## src/rtl/uart_pkg.sv

```systemverilog
// Shared UART definitions: parity mode constants, idle pattern and frame
// field positions, used by both the receive and transmit sides.
package uart_pkg;

  localparam int PAR_EVEN = 0;
  localparam int PAR_ODD  = 1;

  // Widest supported character is 9 bits; callers size-cast to their width.
  function automatic logic [8:0] idle_pattern();
    return '1;
  endfunction

  function automatic int stop_idx(input int data_bits, input int parity_en);
    return data_bits + parity_en;
  endfunction

  function automatic int parity_idx(input int data_bits);
    return data_bits;
  endfunction

  function automatic int data_msb(input int data_bits);
    return data_bits - 1;
  endfunction

endpackage

```

## src/rtl/uart_rx_holding_fifo_if.sv

```systemverilog
// Handshake bundle between the receive controller/consumers and the
// receive holding FIFO.
interface uart_rx_holding_fifo_if #(
  parameter int DATA_BITS = 7,
  parameter int DEPTH     = 4,
  parameter int PARITY_EN = 1
);
  localparam int FW = DATA_BITS + PARITY_EN + 1;
  localparam int AW = $clog2(DEPTH);

  logic                 load;
  logic [FW-1:0]        data_in;
  logic                 rd_en;
  logic                 ovr_clr;
  logic [DATA_BITS-1:0] rd_data;
  logic                 rd_parity_err;
  logic                 rd_frame_err;
  logic                 empty;
  logic                 full;
  logic [AW:0]          count;
  logic                 overrun;

  modport master (
    output load, data_in, rd_en, ovr_clr,
    input  rd_data, rd_parity_err, rd_frame_err, empty, full, count, overrun
  );

  modport slave (
    input  load, data_in, rd_en, ovr_clr,
    output rd_data, rd_parity_err, rd_frame_err, empty, full, count, overrun
  );

endinterface

```

## src/rtl/uart_frame_check.sv

```systemverilog
// Combinational parity and stop-bit check of one received character frame.
module uart_frame_check
  import uart_pkg::*;
#(
  parameter int DATA_BITS  = 7,
  parameter int PARITY_EN  = 1,
  parameter int PARITY_ODD = 0,
  localparam int FW = DATA_BITS + PARITY_EN + 1
) (
  input  logic [FW-1:0]        frame,
  output logic [DATA_BITS-1:0] data,
  output logic                 parity_err,
  output logic                 frame_err
);
  localparam int  STOP_IDX = stop_idx(DATA_BITS, PARITY_EN);
  localparam int  PAR_IDX  = parity_idx(DATA_BITS);
  localparam int  DATA_MSB = data_msb(DATA_BITS);
  localparam logic ODD_MODE = (PARITY_ODD == PAR_ODD);

  assign data      = frame[DATA_MSB:0];
  assign frame_err = ~frame[STOP_IDX];

  // XOR over data plus parity bit is 0 for a good even frame, 1 for good odd.
  generate
    if (PARITY_EN != 0) begin : g_parity
      assign parity_err = (^frame[PAR_IDX:0]) != ODD_MODE;
    end else begin : g_no_parity
      assign parity_err = 1'b0;
    end
  endgenerate

endmodule

```

## src/rtl/uart_rx_holding_fifo.sv

```systemverilog
// Receive holding FIFO: queues checked characters with their error flags
// and reports sticky overrun when a frame arrives while full.
module uart_rx_holding_fifo
  import uart_pkg::*;
#(
  parameter int DATA_BITS  = 7,
  parameter int DEPTH      = 4,
  parameter int PARITY_EN  = 1,
  parameter int PARITY_ODD = PAR_EVEN
) (
  input logic clk,
  input logic reset,
  uart_rx_holding_fifo_if.slave bus
);
  localparam int AW = $clog2(DEPTH);
  localparam int EW = DATA_BITS + 2;

  logic [EW-1:0]        mem [DEPTH];
  logic [AW:0]          wr_ptr;
  logic [AW:0]          rd_ptr;
  logic [DATA_BITS-1:0] chk_data;
  logic                 chk_parity_err;
  logic                 chk_frame_err;
  logic [EW-1:0]        entry;
  logic [EW-1:0]        head;
  logic                 is_empty;
  logic                 is_full;
  logic                 do_push;
  logic                 do_pop;

  uart_frame_check #(
    .DATA_BITS (DATA_BITS),
    .PARITY_EN (PARITY_EN),
    .PARITY_ODD(PARITY_ODD)
  ) u_check (
    .frame     (bus.data_in),
    .data      (chk_data),
    .parity_err(chk_parity_err),
    .frame_err (chk_frame_err)
  );

  assign entry    = {chk_frame_err, chk_parity_err, chk_data};
  assign is_empty = (wr_ptr == rd_ptr);
  assign is_full  = (wr_ptr[AW] != rd_ptr[AW]) && (wr_ptr[AW-1:0] == rd_ptr[AW-1:0]);

  // When full, a same-cycle pop frees the head slot that the push then reuses.
  assign do_pop  = bus.rd_en & ~is_empty;
  assign do_push = bus.load & (~is_full | bus.rd_en);

  always_ff @(posedge clk) begin
    if (do_push) begin
      mem[wr_ptr[AW-1:0]] <= entry;
    end
  end

  always_ff @(posedge clk or negedge reset) begin
    if (!reset) begin
      wr_ptr      <= '0;
      rd_ptr      <= '0;
      bus.overrun <= 1'b0;
    end else begin
      if (do_push) begin
        wr_ptr <= wr_ptr + 1'b1;
      end
      if (do_pop) begin
        rd_ptr <= rd_ptr + 1'b1;
      end
      if (bus.load && is_full && !bus.rd_en) begin
        bus.overrun <= 1'b1;
      end else if (bus.ovr_clr) begin
        bus.overrun <= 1'b0;
      end
    end
  end

  assign head              = mem[rd_ptr[AW-1:0]];
  assign bus.empty         = is_empty;
  assign bus.full          = is_full;
  assign bus.count         = wr_ptr - rd_ptr;
  assign bus.rd_data       = is_empty ? DATA_BITS'(idle_pattern()) : head[DATA_BITS-1:0];
  assign bus.rd_parity_err = is_empty ? 1'b0 : head[DATA_BITS];
  assign bus.rd_frame_err  = is_empty ? 1'b0 : head[DATA_BITS+1];

endmodule

```

## src/flat_wrapper.sv

```systemverilog
// flat-port wrapper written by rule: the top's interface ports become plain ports
module uart_rx_holding_fifo_flat import uart_pkg::*;
#(
  parameter int DATA_BITS  = 7,
  parameter int DEPTH      = 4,
  parameter int PARITY_EN  = 1,
  parameter int PARITY_ODD = PAR_EVEN
)
  (clk, reset, bus_load, bus_data_in, bus_rd_en, bus_ovr_clr, bus_rd_data, bus_rd_parity_err, bus_rd_frame_err, bus_empty, bus_full, bus_count, bus_overrun);
  uart_rx_holding_fifo_if #(.DATA_BITS(DATA_BITS), .DEPTH(DEPTH), .PARITY_EN(PARITY_EN)) bus_i ();
  input logic clk;
  input logic reset;
  input wire logic [$bits(bus_i.load)-1:0] bus_load;
  input wire logic [$bits(bus_i.data_in)-1:0] bus_data_in;
  input wire logic [$bits(bus_i.rd_en)-1:0] bus_rd_en;
  input wire logic [$bits(bus_i.ovr_clr)-1:0] bus_ovr_clr;
  output wire logic [$bits(bus_i.rd_data)-1:0] bus_rd_data;
  output wire logic [$bits(bus_i.rd_parity_err)-1:0] bus_rd_parity_err;
  output wire logic [$bits(bus_i.rd_frame_err)-1:0] bus_rd_frame_err;
  output wire logic [$bits(bus_i.empty)-1:0] bus_empty;
  output wire logic [$bits(bus_i.full)-1:0] bus_full;
  output wire logic [$bits(bus_i.count)-1:0] bus_count;
  output wire logic [$bits(bus_i.overrun)-1:0] bus_overrun;
  assign bus_i.load = bus_load;
  assign bus_i.data_in = bus_data_in;
  assign bus_i.rd_en = bus_rd_en;
  assign bus_i.ovr_clr = bus_ovr_clr;
  assign bus_rd_data = bus_i.rd_data;
  assign bus_rd_parity_err = bus_i.rd_parity_err;
  assign bus_rd_frame_err = bus_i.rd_frame_err;
  assign bus_empty = bus_i.empty;
  assign bus_full = bus_i.full;
  assign bus_count = bus_i.count;
  assign bus_overrun = bus_i.overrun;
  uart_rx_holding_fifo #(.DATA_BITS(DATA_BITS), .DEPTH(DEPTH), .PARITY_EN(PARITY_EN), .PARITY_ODD(PARITY_ODD)) u_core (.clk(clk), .reset(reset), .bus(bus_i));
endmodule
```

## config.mk

```make
export PLATFORM = sky130hd
export DESIGN_NAME = uart_rx_holding_fifo_flat
export DESIGN_NICKNAME = d
export VERILOG_FILES = /design/src/rtl/uart_pkg.sv /design/src/rtl/uart_rx_holding_fifo_if.sv /design/src/rtl/uart_frame_check.sv /design/src/rtl/uart_rx_holding_fifo.sv /design/src/flat_wrapper.sv
export SDC_FILE = /design/constraint.sdc
export NUM_CORES = 1
export LEC_CHECK = 0
export BUFFER_PORTS_ARGS = -buffer_cell sky130_fd_sc_hd__buf_2
export CAP_MARGIN = 20
export CORE_ASPECT_RATIO = 0.6
export CORE_UTILIZATION = 45
export CTS_CLUSTER_DIAMETER = 30
export DETAILED_ROUTE_END_ITERATION = 16
export PLACE_DENSITY = 0.68
export SYNTH_ARGS = -nofsm -noshare
export SYNTH_HDL_FRONTEND = slang
export SYNTH_SLANG_ARGS = --single-unit
```

## constraint.sdc

```tcl
create_clock -name clk -period 2.6 [get_ports clk]
set_input_delay 0.52 -clock clk [delete_from_list [all_inputs] [get_ports clk]]
set_output_delay 0.52 -clock clk [all_outputs]
set_load 0.05 [all_outputs]
```

==> impl_results.md, run 1 <==
* Worst-path cell chain: inv_1 > ha_1 > nand2_2 > nor2_4 > or2_1 > buf_2
* Max Clock Freq at 413 MHz
* Critical Path Max Stage Delay at ~0.42 ns
* Largest net degree at the start of global routing at 14
* Vias per cell at 4.86
* TritonCTS clock tree: built
* Clock sink total at 43
* Initial antenna violation count at 0
* IO Pins at 29
* Post-synthesis cell count at around 110
* CP Capture Point: bus_rd_data[2]
* Worst setup path startpoint: u_core.wr_ptr[0]$_DFFE_PN0P_
* ANT nets after route at 0
* Routed WL per cell at 16.3 um
* Critical Path End Type: output port
* Placer Congestion at about 0.76
* # hold bufs at CTS at 0
* Port Buffers at 28
* R2R Path Start: u_core.wr_ptr[0]$_DFFE_PN0P_
* Critical path's slowest cell: dfrtp_1
* Ant. Diodes at 0
* Final Max Slew Viols at 0
* Slew margin rel. at 0.561
* Post-CTS resize count at 0
* Reg area at about 1300 sq um
* Chip Width at 86.1 um
* Required time of the critical path at 2.08 ns
* Footprint of the multi-input gates at 632 sq um
* CTS Root Cell: clkbuf_8
* Max clock buf depth at 2
* Syn. warnings at 0
* Full die area at 4520 sq um
* # fillers at 299
* CTS H-tree lvls at 2
* FF+latch count, synth at 43
* Core ar. at 3850 sq um
* Max Clock Skew at approximately 0.0090 ns
* Total track usage at 0.165
* Die Ht at 52.5 um
* Syn Std Cell Area at 1910 sq um
* Worst skew pair latency at 0.29 ns
* Reg2Reg Setup Slack at 0.52 ns
* Initial core utilization at 0.496
* Tcrit/Tclk final at 0.931
* Crit Path Max Fanout at 8
* Detailed Route WL at 3300 um
* Crit path kind: reg2out
* Vias in the first global route at roughly 1000
* Buf+Inv Stages, Crit Path at 2
* Distinct cell type count after synthesis at 24
* Setup Buffers After CTS at 0
* Rows at 17
* CTS buffer count at 5
* Final non-filler cell total at 203
* GRT overflow at 0
* Clock transition at the registers of the reported paths at 0.08 ns
* Worst path depth at 6
* Synth Net Count at 130
* CP delay by family, top: simple AND/OR/NAND/NOR gates
* Setup violators final at 0
* Iteration-0 DRC Markers at 43
* First-pass DRT Iterations at 4
* Synthesized area per cell at ~18 sq um
* Status: complete, no violations
* R2R Path End: u_core.mem[1][8]$_DFFE_PP_
* Slew @ Worst Pin at 0.657 ns
* Crit path launch type: register
* Crit path time final at 2.42 ns
* Hold crit path type: in2async
* Area growth syn-to-layout at 18.3%
* Layout cells sized above 1 at 0.384
* RSZ-0062 raised after global routing: no
* Placed cells at 194
* Hpwl dp at around 2300 um
* Final hold vios at 0
* Vias at 987
* Arr. time, crit path at 1.90 ns
* Register area share after synthesis at 0.658
* Global-route wire length before repair at 5020 um
* # Max-Cap Violations at 0
* Reg2reg path depth at 5
* DRC Markers at 0
* Nets at 167
-- worst reg2reg max path, delay by kind of cell (launching register included) --
family | cells | cell delay [ns]
adders and majority gates | 1 | 0.31
DFF | 1 | 0.42
buffers and inverters | 1 | 0.10
and+or+nand+nor | 3 | 0.89
-- synth_stat cells --
library cell | number | area, sq um
xnor2_2 | 1 | 16.3
dfrtp_1 | 7 | 175
clkbuf_1 | 1 | 3.75
mux2_1 | 1 | 11.3
ha_1 | 7 | 87.6
fa_1 | 1 | 20.0
mux2_2 | 1 | 11.3
or3_4 | 1 | 11.3
or2_1 | 7 | 43.8
o211a_1 | 1 | 10.0
and3_1 | 3 | 18.8
buf_2 | 1 | 5.00
o21ai_1 | 1 | 5.00
o31ai_2 | 1 | 12.5
o22ai_1 | 1 | 6.26
nor2_1 | 2 | 7.51
nand2_1 | 1 | 3.75
inv_1 | 9 | 33.8
edfxtp_1 | 36 | 1080
mux4_2 | 9 | 203
o311ai_2 | 1 | 16.3
xnor2_1 | 10 | 87.6
nor2b_1 | 2 | 12.5
xor2_1 | 3 | 26.3
-- state kept, by name (all words and copies together) (netlist names) --
register,flops
u_core.wr_ptr,3
u_core.rd_ptr,3
u_core.mem,36
u_core.bus.overrun,1
-- worst min-delay path by stage --
stage,slack [ns],cells past startpoint,end,from
after global placement,0.36,1,u_core.bus.overrun$_DFFE_PN0P_,reset
after CTS,0.04,1,u_core.wr_ptr[1]$_DFFE_PN0P_,reset
after floorplan,0.22,0,u_core.bus.overrun$_DFFE_PN0P_,reset
after detailed placement,0.37,1,u_core.bus.overrun$_DFFE_PN0P_,reset
after global routing,0.04,1,u_core.wr_ptr[2]$_DFFE_PN0P_,reset
final,0.04,1,u_core.wr_ptr[2]$_DFFE_PN0P_,reset
-- cell families after synthesis --
logic type	after synthesis	synth area share
flip-flops	43	0.658
AND/OR/NAND/NOR	16	0.0511
XOR/XNOR	14	0.0682
buffers and inverters	11	0.0223
multiplexers	11	0.118
adder cells (fa/ha/maj)	8	0.0564
AO/OA/AOI/OAI	5	0.0262
-- per-layer routing --
metal  global-route usage  up-vias  routed length [um]
li1                     -      473                   -
met1                0.238      481                1640
met2                0.229       28                1450
met3               0.0567        5                 162
met4               0.0667        0                  43
met5                    0        -                   0
-- layout by cell type, fill, tap and decap left out, types with 2 or more instances in the layout --
master / count
and3_1: 3
buf_2: 28
buf_4: 3
clkbuf_8: 7
dfrtp_1: 7
edfxtp_1: 36
ha_1: 7
inv_1: 9
mux4_2: 9
nor2_4: 2
nor2b_1: 2
or2_1: 7
xnor2_1: 10
xor2_1: 3
-- final cells by class --
type | instances | share of cell area
well taps | 57 | 0.0316
clock inverters | 1 | 0.00332
inverters | 9 | 0.0150
repair buffers | 31 | 0.0720
multi-input cells | 55 | 0.280
flip-flops and latches | 43 | 0.556
clock buffers | 7 | 0.0426
-- metrics by stage --
| step | area [sq um] | TNS, ns | utilization | hold slack [ns] | setup slack, ns |
|---|---|---|---|---|---|
| finish | 2260 | 0 | 0.587 | 0.0445 | 0.181 |
| global route | 2260 | 0 | 0.587 | 0.0396 | 0.0602 |
| CTS | 2250 | 0 | 0.583 | 0.0434 | 0.0804 |
| detailed placement | 2140 | 0 | 0.556 | 0.366 | 0.396 |
| global placement | 2140 | 0 | 0.556 | 0.364 | 0.453 |
| floorplan | 1920 | -0.208 | - | 0.224 | -0.104 |
Power of run 1 is left out: the tool's default activity adds up to more than one toggle a clock period on the data nets, which glitch-free logic cannot reach.
==> run 2: changes to the inputs <==
--- a/config.mk
+++ b/config.mk
@@ -5,13 +5,14 @@
 export SDC_FILE = /design/constraint.sdc
 export NUM_CORES = 1
 export LEC_CHECK = 0
+export ABC_AREA = 1
 export BUFFER_PORTS_ARGS = -buffer_cell sky130_fd_sc_hd__buf_2
 export CAP_MARGIN = 20
 export CORE_ASPECT_RATIO = 0.6
 export CORE_UTILIZATION = 45
 export CTS_CLUSTER_DIAMETER = 30
 export DETAILED_ROUTE_END_ITERATION = 16
-export PLACE_DENSITY = 0.68
+export PLACE_DENSITY = 0.67
 export SYNTH_ARGS = -nofsm -noshare
 export SYNTH_HDL_FRONTEND = slang
 export SYNTH_SLANG_ARGS = --single-unit
==> run 2 against run 1 <==
Synthesized cell count increased by 100%. Setup slack worse by 0.0022 ns. Count of clock-buffer cells in the layout unchanged. Area after synthesis rose by 10%. Core utilization shrank 2.7 points. Hold slack better by 0.013 ns. Sequential share of layout area fell by 3.4 points. First-iteration DRC count increased by 72%. Global-route usage is 2.1 points higher.
==> impl_results.md, run 2 <==
* Status: complete, no violations
* Post-route setup TNS at 0 ns
* Tcrit/Tclk final at 0.931
* Synthesized area per cell at ~9.6 sq um
* Total track usage at 0.186
* Max Clock Skew at 0.00409 ns
* Critical Path End Type: output port
* Die Ht at 55.0 um
* Setup Buffers After CTS at 0
* # hold bufs at CTS at 0
* Synth Net Count at 242
* Max clock buf depth at 2
* Nets at 279
* Syn. warnings at 0
* Slew margin rel. at 0.784
* CP delay by family, top: buffers and inverters
* Slew @ Worst Pin at 0.323 ns
* Final core utilization at 0.560
* Ranking of synthesized cells by area: edfxtp_1 51%, nand2_1 15%, dfrtp_1 8.3%
* Hpwl dp at 2960 um
* # fillers at 381
* Synth top area share at 0.513
* IO Pins at 29
* Layout cells sized above 1 at 0.182
* Post-synthesis cell count at 220
* Final hold vios at 0
* Commonest cells in the netlist: 83 x nand2_1, 36 x edfxtp_1, 24 x inv_1
* Clock sink total at 43
* Detailed Route WL at 4240 um
* Critical Path Max Stage Delay at 0.41 ns
* Async set-reset flop share out of synthesis at 0.163
* Port Buffers at 28
* Final Max Slew Viols at 0
* Distinct cell type count after synthesis at 21
* Core ar. at 4300 sq um
* Crit path time final at 2.42 ns
* Crit Path Max Fanout at 12
* Most frequent cells in the layout: 83 x nand2_1, 36 x edfxtp_1, 27 x buf_2
* Max Clock Freq at 413 MHz
* Worst-path cell chain: inv_1 > ha_1 > nand2_1 > inv_1 > nand2_4 > inv_1 > a21oi_1 > buf_2
* DRC Markers at 0
* Setup violators final at 0
* Hold crit path type: in2async
* Initial antenna violation count at 0
* Global-route wire length before repair at 6580 um
* # Max-Cap Violations at 0
* Routed WL per cell at between 10 and 15 um
* Clock transition at the registers of the reported paths at 0.08 ns
* RSZ-0062 raised after global routing: no
* Largest net degree at the start of global routing at 22
* Ant. Diodes at 0
* Iteration-0 DRC Markers at 74
* Worst skew pair latency at 0.29 ns
* Synth Flop Type: edfxtp_1
* Arr. time, crit path at approximately 1.9 ns
* Chip Width at 90.3 um
* FF+latch count, synth at 43
* Crit path launch type: register
* Area growth syn-to-layout at 14.3%
* Rows at 18
* Dominant cell type by area after synthesis: edfxtp_1
* Cell with the most instances after synthesis: nand2_1
* CTS H-tree lvls at 2
* Vias in the first global route at 1280
* Placer Congestion at 0.804
* First-pass DRT Iterations at 4
* Most common cell after layout, fill and taps aside: nand2_1
* Full die area at 4970 sq um
* Syn Std Cell Area at 2110 sq um
* ANT nets after route at 0
* Crit path kind: reg2out
* Count of flip-flops with a built-in enable after synthesis at 36
* Initial core utilization at 0.490
* TritonCTS clock tree: built
* Vias at 1549
* CTS buffer count at 5
* Vias per cell at 4.87
* Register area share after synthesis at 0.596
* Most used cell, CP: inv_1
* Required time of the critical path at ~2.1 ns
* Max reg flops at 36
* GRT overflow at 0
* CTS Root Cell: clkbuf_8
* Buf+Inv Stages, Crit Path at 4
* Critical path's slowest cell: dfrtp_1
==> run 2: changes by cell type in the layout (fill, tap and decap cells not counted), sizes merged, moves of 7 or more <==
cell and change:
mux4 -9, a21oi +16, inv +17, nand2 +85
nand3 +7, o21ai +10, nor2 +10, or2 -7
xnor2 -11
==> run 2: cell families (layout without fill, tap and decap cells) <==
logic type / Yosys count / in the layout / synth area share
AOI/OAI and AO/OA: 28 / 28 / 0.0671
xor gates and xnor gates: 3 / 3 / 0.0125
adders and majority gates: 8 / 8 / 0.0511
buffers and inverters: 32 / 70 / 0.0742
DFF: 43 / 43 / 0.596
and+or+nand+nor: 106 / 106 / 0.199
==> run 2: final timing paths <==
check	start	endpoint	slack, ns	cells past startpoint
setup / recovery	u_core.wr_ptr[0]$_DFFE_PN0P_	bus_rd_parity_err	0.18	8
hold / removal	reset	u_core.wr_ptr[1]$_DFFE_PN0P_	0.06	1
setup reg to reg	u_core.wr_ptr[0]$_DFFE_PN0P_	u_core.mem[0][0]$_DFFE_PP_	0.58	8
hold reg to reg	u_core.bus.overrun$_DFFE_PN0P_	u_core.bus.overrun$_DFFE_PN0P_	0.54	2
max in group asynchronous	reset	u_core.rd_ptr[1]$_DFFE_PN0P_	2.37	1
min in group clk	bus_ovr_clr	u_core.bus.overrun$_DFFE_PN0P_	0.43	2
==> run 2: what timing repair did <==
| item | in CTS | in global routing |
|---|---|---|
| hold endpoints to repair | 0 | 0 |
| gates resized for setup | 0 | 2 |
| setup endpoints to repair | 0 | 2 |
==> run 2: cell type report <==
type / count / area (sq um) / area share
Clock buffer: 7 / 76.3 / 0.0317
Clock inverter: 1 / 5.00 / 0.00208
Inverter: 27 / 101 / 0.0421
Multi-Input combinational cell: 145 / 699 / 0.290
Sequential cell: 43 / 1260 / 0.522
Tap cell: 60 / 75.1 / 0.0312
Timing Repair Buffer: 35 / 195 / 0.0810
==> run 2: worst reg2reg max path: stages (launching register included) <==
cell and delay [ns]:
dfrtp_1 0.41, inv_1 0.15, ha_1 0.27, nand2_1 0.09, inv_1 0.08, nand3_2 0.13
nand2_2 0.12, nor2_1 0.23, buf_4 0.24
==> run 2: per-stage QoR <==
step / setup WS, ns / cell area [sq um] / std cells / hold slack [ns]
2_1_floorplan: -0.124 / 2110 / 220 / 0.224
3_3_place_gp: 0.501 / 2320 / 310 / 0.372
3_5_place_dp: 0.427 / 2320 / 310 / 0.372
4_1_cts: 0.107 / 2400 / 318 / 0.0487
5_1_grt: 0.0351 / 2410 / 318 / 0.0552
6_report: 0.178 / 2410 / 318 / 0.0576
==> run 2: routing by layer <==
| metal | part of all wire | GRT usage | vias up |
|---|---|---|---|
| met4 | 0.0064 | 0.0565 | 0 |
| met5 | 0 | 0 | - |
| met1 | 0.49 | 0.260 | 723 |
| met3 | 0.060 | 0.0492 | 3 |
| li1 | - | - | 779 |
| met2 | 0.44 | 0.290 | 44 |
Power of run 2 is left out for the same reason.
==> run 3: changes to the inputs <==
--- a/config.mk
+++ b/config.mk
@@ -8,10 +8,11 @@
 export ABC_AREA = 1
 export BUFFER_PORTS_ARGS = -buffer_cell sky130_fd_sc_hd__buf_2
 export CAP_MARGIN = 20
-export CORE_ASPECT_RATIO = 0.6
+export CORE_ASPECT_RATIO = 0.8
 export CORE_UTILIZATION = 45
 export CTS_CLUSTER_DIAMETER = 30
 export DETAILED_ROUTE_END_ITERATION = 16
+export GPL_TIMING_DRIVEN = 1
 export PLACE_DENSITY = 0.67
 export SYNTH_ARGS = -nofsm -noshare
 export SYNTH_HDL_FRONTEND = slang
==> run 3 against run 2 <==
Global-route usage rose by 0.39 points. Setup slack about the same. Core utilization increased by 0.054 points. Clock skew rose by 0.0014 ns. Sequential share of layout area is 0.46 points lower. First-iteration DRC count grew 82%. Critical path depth did not move. Final cell count down 0.94%. Non-clock buffer count is the same. Via count is 3.7% lower. Register-to-register slack lost 0.04 ns. Critical path type unchanged. Highest routed layer unchanged.
==> impl_results.md, run 3 (synthesized netlist as in run 2, its figures left out) <==
* Max Clock Skew at between 0.005 and 0.006 ns
* Required time of the critical path at 2.08 ns
* Detailed Route WL at 4090 um
* Slew @ Worst Pin at a little over 0.3 ns
* Core ar. at 4340 sq um
* Crit path launch type: register
* Slew margin rel. at 0.793
* DR WL met2 at 1840 um
* Wl on met1 at 2010 um
* Layout cells sized above 1 at 0.182
* DRC Markers at 0
* Die Ht at 63.2 um
* ANT nets after route at 0
* CTS Root Cell: clkbuf_8
* CTS buffer count at 5
* Crit path kind: reg2out
* Max clock buf depth at 2
* First-pass DRT Iterations at 5
* Worst skew pair latency at between 0.2 and 0.3 ns
* Setup violators final at 0
* Hold crit path type: in2async
* Vias at 1492
* Setup Buffers After CTS at 0
* Reg2Reg Setup Slack at between 0.5 and 0.6 ns
* Area growth syn-to-layout at 15.3%
* Most frequent cells in the layout: 83 x nand2_1, 36 x edfxtp_1, 27 x buf_2
* Max reg flops at 36
* # fillers at 397
* R2R Path Start: u_core.wr_ptr[0]$_DFFE_PN0P_
* Vias in the first global route at roughly 1400
* Critical Path End Type: output port
* Clock transition at the registers of the reported paths at 0.08 ns
* Vias per cell at 4.74
* Global-route wire length before repair at between 6000 and 7000 um
* Ant. Diodes at 0
* # Max-Cap Violations at 0
* Full die area at 4960 sq um
* Hpwl dp at ~2800 um
* Final Max Slew Viols at 0
* IO Pins at 29
* DR top layer: met4
* GRT overflow at 0
* Arr. time, crit path at ~1.9 ns
* Clock sink total at 43
* Footprint of the multi-input gates at between 600 and 700 sq um
* CTS H-tree lvls at 2
* Total track usage at 0.190
* Post-route setup TNS at 0 ns
* Crit path time final at 2.42 ns
* Port Buffers at 28
* Routed WL per cell at 13.0 um
* Reg2reg path depth at 8
* Crit Path Max Fanout at 12
* Initial core utilization at 0.486
* Final hold vios at 0
* Nets at 279
* Chip Width at 78.5 um
* Largest net degree at the start of global routing at 22
* Max Clock Freq at 413 MHz
* Rows at 21
* R2R Path End: u_core.mem[3][8]$_DFFE_PP_
* Reg area at 1260 sq um
* Tcrit/Tclk final at 0.931
* Iteration-0 DRC Markers at 135
* TritonCTS clock tree: built
* RSZ-0062 raised after global routing: no
* Metal3 WL at about 180 um
* Most common cell after layout, fill and taps aside: nand2_1
* Status: complete, no violations
* Initial antenna violation count at 0
* Placer Congestion at 0.754
## run 3: worst max-delay path: stages, from the launching register on
cell and delay [ns]:
dfrtp_1 0.42, inv_1 0.14, ha_1 0.26, nand2_1 0.09, inv_1 0.09, nand2_4 0.15
inv_1 0.08, a21oi_1 0.11, buf_2 0.27
## run 3: worst max path at each step
stage | to | slack (ns) | cells past startpoint | start
after floorplan | bus_rd_frame_err | -0.12 | 7 | u_core.rd_ptr[1]$_DFFE_PN0P_
after global placement | bus_rd_parity_err | 0.50 | 8 | u_core.wr_ptr[0]$_DFFE_PN0P_
after detailed placement | bus_rd_frame_err | 0.45 | 8 | u_core.wr_ptr[0]$_DFFE_PN0P_
after CTS | bus_rd_frame_err | 0.11 | 8 | u_core.wr_ptr[0]$_DFFE_PN0P_
after global routing | bus_rd_frame_err | 0.003 | 8 | u_core.wr_ptr[0]$_DFFE_PN0P_
final | bus_rd_parity_err | 0.18 | 8 | u_core.wr_ptr[0]$_DFFE_PN0P_
## run 3: layout make-up
cell class / count / area share
clock buffer: 7 / 0.0314
clock inverter: 1 / 0.0124
inverter: 27 / 0.0417
multi-input combinational: 145 / 0.288
sequential: 43 / 0.517
tap: 57 / 0.0294
timing repair buffer: 35 / 0.0803
## run 3: stage by stage
| step | utilization | setup WS [ns] | cell area, sq um | hold WS, ns | instances |
|---|---|---|---|---|---|
| 2_1_floorplan | - | -0.124 | 2110 | 0.224 | 220 |
| 3_3_place_gp | 0.534 | 0.500 | 2320 | 0.370 | 307 |
| 3_5_place_dp | 0.534 | 0.447 | 2320 | 0.370 | 307 |
| 4_1_cts | 0.559 | 0.111 | 2420 | 0.0474 | 315 |
| 5_1_grt | 0.560 | 0.00335 | 2430 | 0.0475 | 315 |
| 6_report | 0.560 | 0.178 | 2430 | 0.0540 | 315 |
## run 3: timing repair
item / 4_1_cts / 5_1_grt
endpoints found under the hold margin: 0 / 0
gates resized for setup: 0 / 2
hold buffers: 0 / 0
endpoints found under the setup margin: 0 / 2
## run 3: per-layer routing
layer / GRT usage / vias up
met2: 0.287 / 32
met5: 0 / -
li1: - / 782
met1: 0.261 / 674
met4: 0.0694 / 0
met3: 0.0522 / 4
Power of run 3 is left out for the same reason.
